**config.mk**
```make
export PLATFORM = sky130hd
export DESIGN_NAME = alu_share_arbiter_flat
export DESIGN_NICKNAME = d
export VERILOG_FILES = /design/src/rtl/alu_pkg.sv /design/src/rtl/alu_share_arbiter_if.sv /design/src/rtl/rr_arbiter2.sv /design/src/rtl/alu_share_arbiter.sv /design/src/flat_wrapper.sv
export SDC_FILE = /design/constraint.sdc
export NUM_CORES = 1
export LEC_CHECK = 0
export BUFFER_PORTS_ARGS = -buffer_cell sky130_fd_sc_hd__buf_2
export CAP_MARGIN = 5
export CORE_MARGIN = 2
export CORE_UTILIZATION = 44
export DETAILED_ROUTE_END_ITERATION = 12
export PLACE_DENSITY = 0.86
export SYNTH_ARGS = -nofsm -noshare
export SYNTH_HDL_FRONTEND = slang
export SYNTH_HIERARCHICAL = 1
export SYNTH_SLANG_ARGS = --single-unit
```
**constraint.sdc**
```tcl
create_clock -name clk -period 4.75 [get_ports clk]
set_clock_uncertainty 0.2 [all_clocks]
set_input_delay 0.95 -clock clk [delete_from_list [all_inputs] [get_ports clk]]
set_output_delay 0.95 -clock clk [all_outputs]
set_load 0.02 [all_outputs]
```
**src/rtl/alu_pkg.sv**
```systemverilog
// Shared definitions for the ALU and its share arbiter: op codes, widths and
// arbiter state encoding.
package alu_pkg;

  localparam int DATA_WIDTH = 32;
  localparam int OP_WIDTH   = 3;

  localparam logic [OP_WIDTH-1:0] ALU_AND = 3'b000;
  localparam logic [OP_WIDTH-1:0] ALU_OR  = 3'b001;
  localparam logic [OP_WIDTH-1:0] ALU_NOR = 3'b010;
  localparam logic [OP_WIDTH-1:0] ALU_ADD = 3'b011;
  localparam logic [OP_WIDTH-1:0] ALU_SUB = 3'b100;
  localparam logic [OP_WIDTH-1:0] ALU_LUI = 3'b101;
  localparam logic [OP_WIDTH-1:0] ALU_JAL = 3'b110;

  typedef enum logic [1:0] {
    ST_IDLE = 2'd0,
    ST_EXEC = 2'd1,
    ST_RESP = 2'd2
  } arb_state_t;

  function automatic logic [1:0] onehot2(input logic idx);
    return idx ? 2'b10 : 2'b01;
  endfunction

endpackage

```
**src/rtl/alu_share_arbiter_if.sv**
```systemverilog
// Requester-side handshake bundle of the ALU share arbiter.
// master = requesters, slave = arbiter.
interface alu_share_arbiter_if #(
  parameter int DATA_WIDTH = 32,
  parameter int OP_WIDTH   = 3
);
  logic [1:0]            req_valid;
  logic [1:0]            req_ready;
  logic [OP_WIDTH-1:0]   req_op0;
  logic [OP_WIDTH-1:0]   req_op1;
  logic [DATA_WIDTH-1:0] req_a0;
  logic [DATA_WIDTH-1:0] req_a1;
  logic [DATA_WIDTH-1:0] req_b0;
  logic [DATA_WIDTH-1:0] req_b1;
  logic [1:0]            rsp_valid;
  logic [1:0]            rsp_ready;
  logic [DATA_WIDTH-1:0] rsp_result;
  logic                  rsp_zero;

  modport master (
    output req_valid, req_op0, req_op1, req_a0, req_a1, req_b0, req_b1, rsp_ready,
    input  req_ready, rsp_valid, rsp_result, rsp_zero
  );

  modport slave (
    input  req_valid, req_op0, req_op1, req_a0, req_a1, req_b0, req_b1, rsp_ready,
    output req_ready, rsp_valid, rsp_result, rsp_zero
  );
endinterface

```
**src/rtl/rr_arbiter2.sv**
```systemverilog
// Two-way round-robin grant; combinational, the pointer lives in the parent.
module rr_arbiter2 (
  input  logic [1:0] valid,
  input  logic       rr_ptr,
  output logic       gnt_valid,
  output logic       gnt_idx
);

  always_comb begin
    gnt_valid = |valid;
    gnt_idx   = 1'b0;
    case (valid)
      2'b10:   gnt_idx = 1'b1;
      2'b11:   gnt_idx = rr_ptr;
      default: gnt_idx = 1'b0;
    endcase
  end

endmodule

```
**src/rtl/alu_share_arbiter.sv**
```systemverilog
// Shares one combinational ALU between two requesters, one operation at a time.
// Optional ALU_SHARE_ARB_STATS_EN adds saturating per-requester grant counters.
//
// state   | meaning
// IDLE    | waiting for a request, req_ready offered to the grant winner
// EXEC    | ALU evaluated from the operand registers
// RESP    | result held for the owner until it is consumed
module alu_share_arbiter #(
  parameter int DATA_WIDTH = alu_pkg::DATA_WIDTH,
  parameter int OP_WIDTH   = alu_pkg::OP_WIDTH
`ifdef ALU_SHARE_ARB_STATS_EN
  , parameter int CNT_WIDTH = 16
`endif
) (
  input  logic                  clk,
  input  logic                  reset,
  alu_share_arbiter_if.slave    bus,
  output logic [OP_WIDTH-1:0]   alu_op,
  output logic [DATA_WIDTH-1:0] alu_a,
  output logic [DATA_WIDTH-1:0] alu_b,
  input  logic [DATA_WIDTH-1:0] alu_result,
  input  logic                  alu_zero
`ifdef ALU_SHARE_ARB_STATS_EN
  , output logic [CNT_WIDTH-1:0] grant_cnt0
  , output logic [CNT_WIDTH-1:0] grant_cnt1
`endif
);
  import alu_pkg::*;

  arb_state_t            state;
  logic                  rr_ptr;
  logic                  owner;
  logic [OP_WIDTH-1:0]   op_r;
  logic [DATA_WIDTH-1:0] a_r;
  logic [DATA_WIDTH-1:0] b_r;
  logic [DATA_WIDTH-1:0] result_r;
  logic                  zero_r;
  logic [1:0]            rsp_valid_r;

  logic                  gnt_valid;
  logic                  gnt_idx;
  logic                  accept;
  logic [OP_WIDTH-1:0]   op_sel;
  logic [DATA_WIDTH-1:0] a_sel;
  logic [DATA_WIDTH-1:0] b_sel;

  rr_arbiter2 u_rr (
    .valid     (bus.req_valid),
    .rr_ptr    (rr_ptr),
    .gnt_valid (gnt_valid),
    .gnt_idx   (gnt_idx)
  );

  assign accept        = (state == ST_IDLE) && gnt_valid;
  assign bus.req_ready = accept ? onehot2(gnt_idx) : 2'b00;

  assign op_sel = gnt_idx ? bus.req_op1 : bus.req_op0;
  assign a_sel  = gnt_idx ? bus.req_a1  : bus.req_a0;
  assign b_sel  = gnt_idx ? bus.req_b1  : bus.req_b0;

  always_ff @(posedge clk or posedge reset) begin
    if (reset) begin
      state       <= ST_IDLE;
      rr_ptr      <= 1'b0;
      owner       <= 1'b0;
      op_r        <= '0;
      a_r         <= '0;
      b_r         <= '0;
      result_r    <= '0;
      zero_r      <= 1'b0;
      rsp_valid_r <= 2'b00;
    end else begin
      case (state)
        ST_IDLE: begin
          if (accept) begin
            owner <= gnt_idx;
            op_r  <= op_sel;
            a_r   <= a_sel;
            b_r   <= b_sel;
            state <= ST_EXEC;
          end
        end
        ST_EXEC: begin
          result_r    <= alu_result;
          zero_r      <= alu_zero;
          rsp_valid_r <= onehot2(owner);
          state       <= ST_RESP;
        end
        ST_RESP: begin
          // the pointer moves only when a response completes
          if (bus.rsp_ready[owner]) begin
            rsp_valid_r <= 2'b00;
            rr_ptr      <= ~owner;
            state       <= ST_IDLE;
          end
        end
        default: begin
          rsp_valid_r <= 2'b00;
          state       <= ST_IDLE;
        end
      endcase
    end
  end

  assign alu_op         = op_r;
  assign alu_a          = a_r;
  assign alu_b          = b_r;
  assign bus.rsp_valid  = rsp_valid_r;
  assign bus.rsp_result = result_r;
  assign bus.rsp_zero   = zero_r;

`ifdef ALU_SHARE_ARB_STATS_EN
  always_ff @(posedge clk or posedge reset) begin
    if (reset) begin
      grant_cnt0 <= '0;
      grant_cnt1 <= '0;
    end else if (accept) begin
      if (gnt_idx) begin
        if (grant_cnt1 != '1) grant_cnt1 <= grant_cnt1 + 1'b1;
      end else begin
        if (grant_cnt0 != '1) grant_cnt0 <= grant_cnt0 + 1'b1;
      end
    end
  end
`endif

endmodule

```
**src/flat_wrapper.sv**
```systemverilog
// flat-port wrapper written by rule: the top's interface ports become plain ports
module alu_share_arbiter_flat import alu_pkg::*;
#(
  parameter int DATA_WIDTH = alu_pkg::DATA_WIDTH,
  parameter int OP_WIDTH   = alu_pkg::OP_WIDTH

)
  (clk, reset, alu_op, alu_a, alu_b, alu_result, alu_zero, bus_req_valid, bus_req_op0, bus_req_op1, bus_req_a0, bus_req_a1, bus_req_b0, bus_req_b1, bus_rsp_ready, bus_req_ready, bus_rsp_valid, bus_rsp_result, bus_rsp_zero);
  alu_share_arbiter_if #(.DATA_WIDTH(DATA_WIDTH), .OP_WIDTH(OP_WIDTH)) bus_i ();
  input  logic clk;
  input  logic reset;
  output logic [OP_WIDTH-1:0] alu_op;
  output logic [DATA_WIDTH-1:0] alu_a;
  output logic [DATA_WIDTH-1:0] alu_b;
  input  logic [DATA_WIDTH-1:0] alu_result;
  input  logic alu_zero;
  input wire logic [$bits(bus_i.req_valid)-1:0] bus_req_valid;
  input wire logic [$bits(bus_i.req_op0)-1:0] bus_req_op0;
  input wire logic [$bits(bus_i.req_op1)-1:0] bus_req_op1;
  input wire logic [$bits(bus_i.req_a0)-1:0] bus_req_a0;
  input wire logic [$bits(bus_i.req_a1)-1:0] bus_req_a1;
  input wire logic [$bits(bus_i.req_b0)-1:0] bus_req_b0;
  input wire logic [$bits(bus_i.req_b1)-1:0] bus_req_b1;
  input wire logic [$bits(bus_i.rsp_ready)-1:0] bus_rsp_ready;
  output wire logic [$bits(bus_i.req_ready)-1:0] bus_req_ready;
  output wire logic [$bits(bus_i.rsp_valid)-1:0] bus_rsp_valid;
  output wire logic [$bits(bus_i.rsp_result)-1:0] bus_rsp_result;
  output wire logic [$bits(bus_i.rsp_zero)-1:0] bus_rsp_zero;
  assign bus_i.req_valid = bus_req_valid;
  assign bus_i.req_op0 = bus_req_op0;
  assign bus_i.req_op1 = bus_req_op1;
  assign bus_i.req_a0 = bus_req_a0;
  assign bus_i.req_a1 = bus_req_a1;
  assign bus_i.req_b0 = bus_req_b0;
  assign bus_i.req_b1 = bus_req_b1;
  assign bus_i.rsp_ready = bus_rsp_ready;
  assign bus_req_ready = bus_i.req_ready;
  assign bus_rsp_valid = bus_i.rsp_valid;
  assign bus_rsp_result = bus_i.rsp_result;
  assign bus_rsp_zero = bus_i.rsp_zero;
  alu_share_arbiter #(.DATA_WIDTH(DATA_WIDTH), .OP_WIDTH(OP_WIDTH)) u_core (.clk(clk), .reset(reset), .bus(bus_i), .alu_op(alu_op), .alu_a(alu_a), .alu_b(alu_b), .alu_result(alu_result), .alu_zero(alu_zero));
endmodule
```
==> impl_results.rst, run 1 <==
.. list-table::
   :header-rows: 1

   * - Metric
     - Value
   * - Result of the run
     - finished, final reports clean
   * - Resized cells post-CTS
     - 0
   * - Port Buffer Count
     - 276
   * - Commonest cells in the netlist
     - 106 x dfrtp_1, 68 x mux2i_1, 67 x a21oi_1, 67 x nor2_1, 26 x mux2_2
   * - Leakage power
     - 3.19 nW
   * - CP max-delay cell
     - nor3b_4
   * - Fmax
     - 338 MHz
   * - Fraction of the mapped netlist area in compound gates
     - 8.70%
   * - Global-route wire length before repair
     - 17900 µm
   * - Antenna diode instance count
     - 0
   * - Via count of the first global-routing pass
     - 3815
   * - Required @ worst endpoint
     - 3600 ps
   * - Layout Cells excl Fill
     - 799
   * - Headroom to the max-slew limit
     - 38.1%
   * - IO Count
     - 277
   * - Vias after detailed routing
     - 3909
   * - Std-Cell Core Area
     - 10300 µm²
   * - Number of CTS-inserted buffers
     - 9
   * - Layout Nets
     - 831
   * - Effective utilization at floorplan
     - 45.1%
   * - DRC violation count after routing
     - 0
   * - Cell with the most instances after synthesis
     - dfrtp_1
   * - Share of post-route cells with drive strength above 1
     - 50.4%
   * - DP Cell Count
     - 783
   * - Clk sinks
     - 106
   * - CP most frequent cell
     - buf_2
   * - Leading register cell type out of synthesis
     - dfrtp_1
   * - Highest cell delay on the worst timing path
     - 280 ps
   * - Worst Slack Setup Final
     - 1790 ps
   * - Seq cells post-synth
     - 106
   * - Fraction of registers with async set or reset after synthesis
     - 100%
   * - Pwr Density
     - 676 nW/µm²
   * - Total of max-cap violations
     - 0
   * - Final hold vios
     - 0
   * - Standard-cell row count
     - 37
   * - Post-synthesis cell count
     - 393
   * - Distinct cell type count of the synthesized netlist
     - 22
   * - CP max FO
     - 7
   * - Cell area after technology mapping
     - 4660 µm²
   * - Class of the tightest hold or removal check
     - flip-flop to flip-flop
   * - Initial drt markers
     - 230
   * - Yosys synthesis warning count
     - 6
   * - CP arrival
     - 1810 ps
   * - Number of nets with antenna violations after routing
     - 0
   * - Final cycle utilization of the critical path
     - 62.3%
   * - Clock latency reported for the late side of the worst-skew pair
     - 350 ps
   * - Maximum number of pins on one net before global-route repair
     - 76
   * - Total count of max-transition violations in the final report
     - 0
   * - X dimension of the die
     - 107 µm
   * - Initial antenna violation count
     - 0
   * - Share of synthesized cell area in full adder, half adder and majority cells
     - 0%
   * - Area share of the leading cell type in the synthesized netlist
     - 57.0%
   * - GR Util All Layers
     - 19.9%
   * - Pre-CTS setup slack
     - 1780 ps
   * - Detailed Route WL
     - 11900 µm
   * - Cts-stage hold buffer count
     - 0
   * - Worst hold slack
     - 311 ps
   * - IR drop worst, VDD
     - 0.000374 V
   * - Die Area
     - 11400 µm²
   * - Mean cell area of the mapped netlist
     - 11.8 µm²
   * - GR Overflow Total
     - 0
   * - Critical Path Sink Type
     - output pin
   * - Area Growth Syn to Fin
     - 34.4%
   * - Clk root buf
     - clkbuf_8
   * - Clock period minus final worst setup slack
     - 2960 ps
   * - Number of enable flip-flop cells after synthesis
     - 0
   * - Die Height
     - 107 µm
   * - Transition time at the pin with the least slew margin
     - 928 ps
   * - Initial DRT Pass Iterations
     - 4
   * - Routed WL per cell
     - 14.9 µm
   * - Critical setup path kind
     - input pin to output pin
   * - HPWL after DPL
     - 9170 µm
   * - Share of synthesized area spent on multiplexers
     - 23.2%
   * - Buffers inserted by post-CTS timing repair
     - 0
   * - Main area contributors after synthesis
     - dfrtp_1 57%, mux2i_1 15%, a21oi_1 7.2%
   * - Main combinational cell family by area after synthesis
     - multiplexers
   * - Sequential cell area
     - 2650 µm²
   * - Setup-violating endpoint count in the final report
     - 0
   * - Post-Syn Nets
     - 566
   * - Cell taking the most area after synthesis
     - dfrtp_1
   * - Number of filler cells placed in the layout
     - 823
   * - Post-synthesis share of cell area spent on and, or, nand and nor gates
     - 6.77%
   * - Weighted congestion reported at the end of routability-driven placement
     - 0.789
   * - Setup TNS
     - 0 ps
   * - Area used by multi-input combinational logic
     - 1820 µm²
   * - Clock transition time at the flip-flop clock pins of the worst setup and hold paths
     - 100 ps
   * - Count of H-tree levels built during CTS
     - 3
   * - Xor and xnor fraction of the mapped netlist area
     - 0%
   * - Cell-by-cell listing of the critical path
     - buf_2 > or2_1 > nor3b_4 > nor2b_1 > buf_2
   * - Maximum clock insertion buffer count
     - 2
   * - CTS tree
     - done
   * - Sequential fraction of the synthesis area
     - 57.0%
   * - Critical Path Source Type
     - input pin
   * - Avg Vias per Cell
     - 4.89
   * - Setup repair after global routing missed its margin
     - false
kinds of logic (layout without fill, tap and decap cells):
| group | Yosys count | after routing |
|---|---|---|
| and+or+nand+nor | 77 | 77 |
| buffers and inverters | 32 | 302 |
| DFF | 106 | 106 |
| muxes | 101 | 101 |
| AOI/OAI and AO/OA | 77 | 77 |
registers in the layout (all words and copies together) (netlist names):
signal / flops
u_core/alu_a: 32
u_core/owner: 1
u_core/state: 2
u_core/alu_op: 3
u_core/bus.rsp_result: 32
u_core/bus.rsp_valid: 2
u_core/alu_b: 32
u_core/bus.rsp_zero: 1
u_core/rr_ptr: 1
metrics by stage:
step	util (%)	power [mW]	cell area, µm²
after detailed placement	58.9	3.75	6080
after floorplan	-	3.07	4660
after global placement	58.9	3.66	6080
after global routing	60.6	4.51	6260
after CTS	60.6	4.27	6260
final	60.6	4.23	6260
power by group:
group          switching (mW)  internal (mW)  total (mW)
combinational            1.30          0.811        2.11
sequential              0.252           1.35        1.61
clock                   0.304          0.209       0.512
area by class of cell:
cell class | instances | share of cell area, %
timing repair buffer | 281 | 22.7
clock buffer | 11 | 2.26
tap | 136 | 2.72
multi-input combinational | 255 | 29.1
inverter | 5 | 0.340
sequential | 106 | 42.4
clock inverter | 5 | 0.600
layout by cell type (no fill, tap or decap):
cell type   instances
clkbuf_1            1
clkinvlp_4          2
a31o_2              1
nand2b_1            2
buf_4               5
a21boi_4            1
nor2_1             67
nor3b_4             1
clkinv_2            1
clkbuf_8           10
mux2_2             26
nand2b_2            1
mux2i_1            68
inv_4               1
or2_1               1
a31oi_1             1
nand2_1             2
o21bai_1            1
nor2b_1             2
o21ai_0             4
and2_1              1
a32o_1              2
inv_6               2
inv_1               4
buf_2             276
mux2_4              7
a21oi_1            67
dfrtp_1           106
critical path, delay by kind of cell:
family	cells	cell delay, ps
buffers and inverters	2	300
AND/OR/NAND/NOR	3	560
path summary, 6_finish.rpt:
path / startpoint / endpoint / slack [ps] / cells past startpoint
min in group asynchronous: reset / u_core/bus.rsp_result[5] / 520 / 2
setup / recovery: bus_req_valid[0] / bus_req_ready[0] / 1790 / 5
hold reg to reg: u_core/bus.rsp_result[2] / u_core/bus.rsp_result[2] / 310 / 1
max in group asynchronous: reset / u_core/alu_a[24] / 2760 / 3
setup reg to reg: u_core/state[1] / u_core/bus.rsp_valid[1] / 2720 / 3
hold / removal: u_core/bus.rsp_result[2] / u_core/bus.rsp_result[2] / 310 / 1
layer usage:
layer | up-vias | share of wire (%) | track usage [%]
met5 | - | 0 | 0
met4 | 0 | 1.4 | 5.94
met3 | 18 | 7.5 | 3.71
met2 | 196 | 53 | 37.0
met1 | 1817 | 38 | 23.1
li1 | 1878 | - | -
(Power assumes the default switching activity.)
==> run 2: changes to the inputs <==
Clock period 4.75 ns to 2.9 ns, I/O delays scaled along.
==> run 2 against run 1 <==
Against the previous run:
- non-clock buffer count increased by 1
- count of clock-buffer cells in the layout decreased by 1
- critical endpoint unchanged
- die area unchanged
- global-route usage increased by 0.99 points
- utilization increased by 0.78 points
- first-iteration DRC count decreased by 28%
- routed wire length increased by 2.6%
==> impl_results.rst, run 2 (same netlist as run 1, synthesis figures left out) <==
.. list-table::
   :header-rows: 1

   * - Metric
     - Value
   * - Total count of max-transition violations in the final report
     - 0
   * - Leakage power
     - 3.23 nW
   * - Resized cells post-CTS
     - 0
   * - Headroom to the max-slew limit
     - 36.3%
   * - Vias after detailed routing
     - 3950
   * - Share of post-route cells with drive strength above 1
     - 50.6%
   * - Sum of met3 wire segment lengths after detailed routing
     - 835 µm
   * - Setup-violating endpoint count in the final report
     - 0
   * - Maximum number of pins on one net before global-route repair
     - 107
   * - Routed length on met1
     - 4480 µm
   * - Std-Cell Core Area
     - 10300 µm²
   * - Clk sinks
     - 106
   * - Fmax
     - 436 MHz
   * - Count of H-tree levels built during CTS
     - 3
   * - Global-route wire length before repair
     - 18700 µm
   * - Detailed Route WL
     - 12200 µm
   * - Pwr Density
     - 1120 nW/µm²
   * - Antenna diode instance count
     - 0
   * - Die Height
     - 107 µm
   * - Buffers inserted by post-CTS timing repair
     - 0
   * - Critical setup path kind
     - flip-flop to output pin
   * - Weighted congestion reported at the end of routability-driven placement
     - 0.823
   * - Avg Vias per Cell
     - 4.94
   * - Initial antenna violation count
     - 0
   * - DRC violation count after routing
     - 0
   * - Clock latency reported for the late side of the worst-skew pair
     - 350 ps
   * - Final Power
     - 7.13 mW
   * - Initial DRT Pass Iterations
     - 4
   * - Clk root buf
     - clkbuf_8
   * - Clock transition time at the flip-flop clock pins of the worst setup and hold paths
     - 100 ps
   * - Via count of the first global-routing pass
     - 3954
   * - Final hold vios
     - 0
   * - Port Buffer Count
     - 276
   * - Critical Path Source Type
     - flip-flop
   * - Class of the tightest hold or removal check
     - input pin to asynchronous set/reset pin
   * - Area Growth Syn to Fin
     - 36.2%
   * - HPWL after DPL
     - 9440 µm
   * - CP arrival
     - 1520 ps
   * - Standard-cell row count
     - 37
   * - GR Util All Layers
     - 20.8%
   * - CP max FO
     - 6
   * - Maximum clock insertion buffer count
     - 2
   * - Required @ worst endpoint
     - 2120 ps
   * - Critical Path Sink Type
     - output pin
   * - Max layer used
     - met4
   * - Number of nets with antenna violations after routing
     - 0
   * - Effective utilization at floorplan
     - 45.1%
   * - Initial drt markers
     - 165
   * - Most frequent standard cell in the layout excluding fill and tap cells
     - buf_2
   * - Total of max-cap violations
     - 0
   * - IO Count
     - 277
   * - Routed WL per cell
     - 15.3 µm
   * - CTS tree
     - done
   * - Layout Nets
     - 832
   * - Routed length on met2
     - 6700 µm
   * - IR drop worst, VDD
     - 0.000500 V
   * - Cts-stage hold buffer count
     - 0
   * - GR Overflow Total
     - 0
   * - Most used cells in the layout excluding fill and tap cells
     - 276 x buf_2, 106 x dfrtp_1, 68 x mux2i_1
   * - Clock period minus final worst setup slack
     - 2300 ps
   * - Die Area
     - 11400 µm²
   * - Final cycle utilization of the critical path
     - 79.1%
   * - Result of the run
     - finished, final reports clean
   * - Setup TNS
     - 0 ps
   * - X dimension of the die
     - 107 µm
   * - Transition time at the pin with the least slew margin
     - 955 ps
   * - Number of CTS-inserted buffers
     - 9
   * - Worst hold slack
     - 156 ps
   * - Setup repair after global routing missed its margin
     - false
run 2: changes by cell type in the layout (fill, tap and decap cells not counted), sizes merged:
| cell | previous run | this run |
|---|---|---|
| inv | 7 | 6 |
| clkinv | 1 | 2 |
| buf | 281 | 282 |
| clkbuf | 11 | 10 |
| bufinv | 0 | 2 |
| clkinvlp | 2 | 1 |
run 2: area by class of cell:
cell class	instances	area (µm²)
Inverter	5	22.5
Timing Repair Buffer	282	1450
Multi-Input combinational cell	255	1820
Clock inverter	6	87.6
Fill cell	841	3980
Clock buffer	10	138
Tap cell	136	170
Sequential cell	106	2650
run 2: through the flow:
stage	area (µm²)	utilization (%)	worst slack [ps]	cells
finish	6340	61.4	605	800
global route	6340	61.4	510	800
CTS	6340	61.4	562	800
detailed placement	6120	59.2	680	784
global placement	6120	59.2	664	784
floorplan	4660	-	652	393
run 2: where the power goes:
part           internal [mW]  switching [mW]  total (mW)
clock network          0.514           0.484       0.998
logic                   1.34            2.15        3.49
registers               2.22           0.418        2.64
total                   4.07            3.06        7.13
run 2: path summary, 6_finish.rpt:
| path | slack (ps) | depth (start not counted) | startpoint | endpoint |
|---|---|---|---|---|
| max | 600 | 3 | u_core/state[0] | bus_req_ready[0] |
| min | 160 | 3 | reset | u_core/bus.rsp_result[31] |
| max reg2reg | 880 | 3 | u_core/state[1] | u_core/bus.rsp_valid[0] |
| min reg2reg | 310 | 1 | u_core/bus.rsp_result[2] | u_core/bus.rsp_result[2] |
| max in group asynchronous | 1890 | 3 | reset | u_core/alu_a[22] |
| min in group clk | 250 | 2 | alu_result[24] | u_core/bus.rsp_result[24] |
run 2: critical path, cell delays in order (launching register included):
cell and delay [ps]:
dfrtp_1 480, nor3b_4 250, nor2b_1 220, buf_2 210
run 2: layer usage:
layer	vias up	track usage (%)
li1	1883	-
met1	1884	22.8
met2	166	39.6
met3	17	4.19
met4	0	7.42
met5	-	0
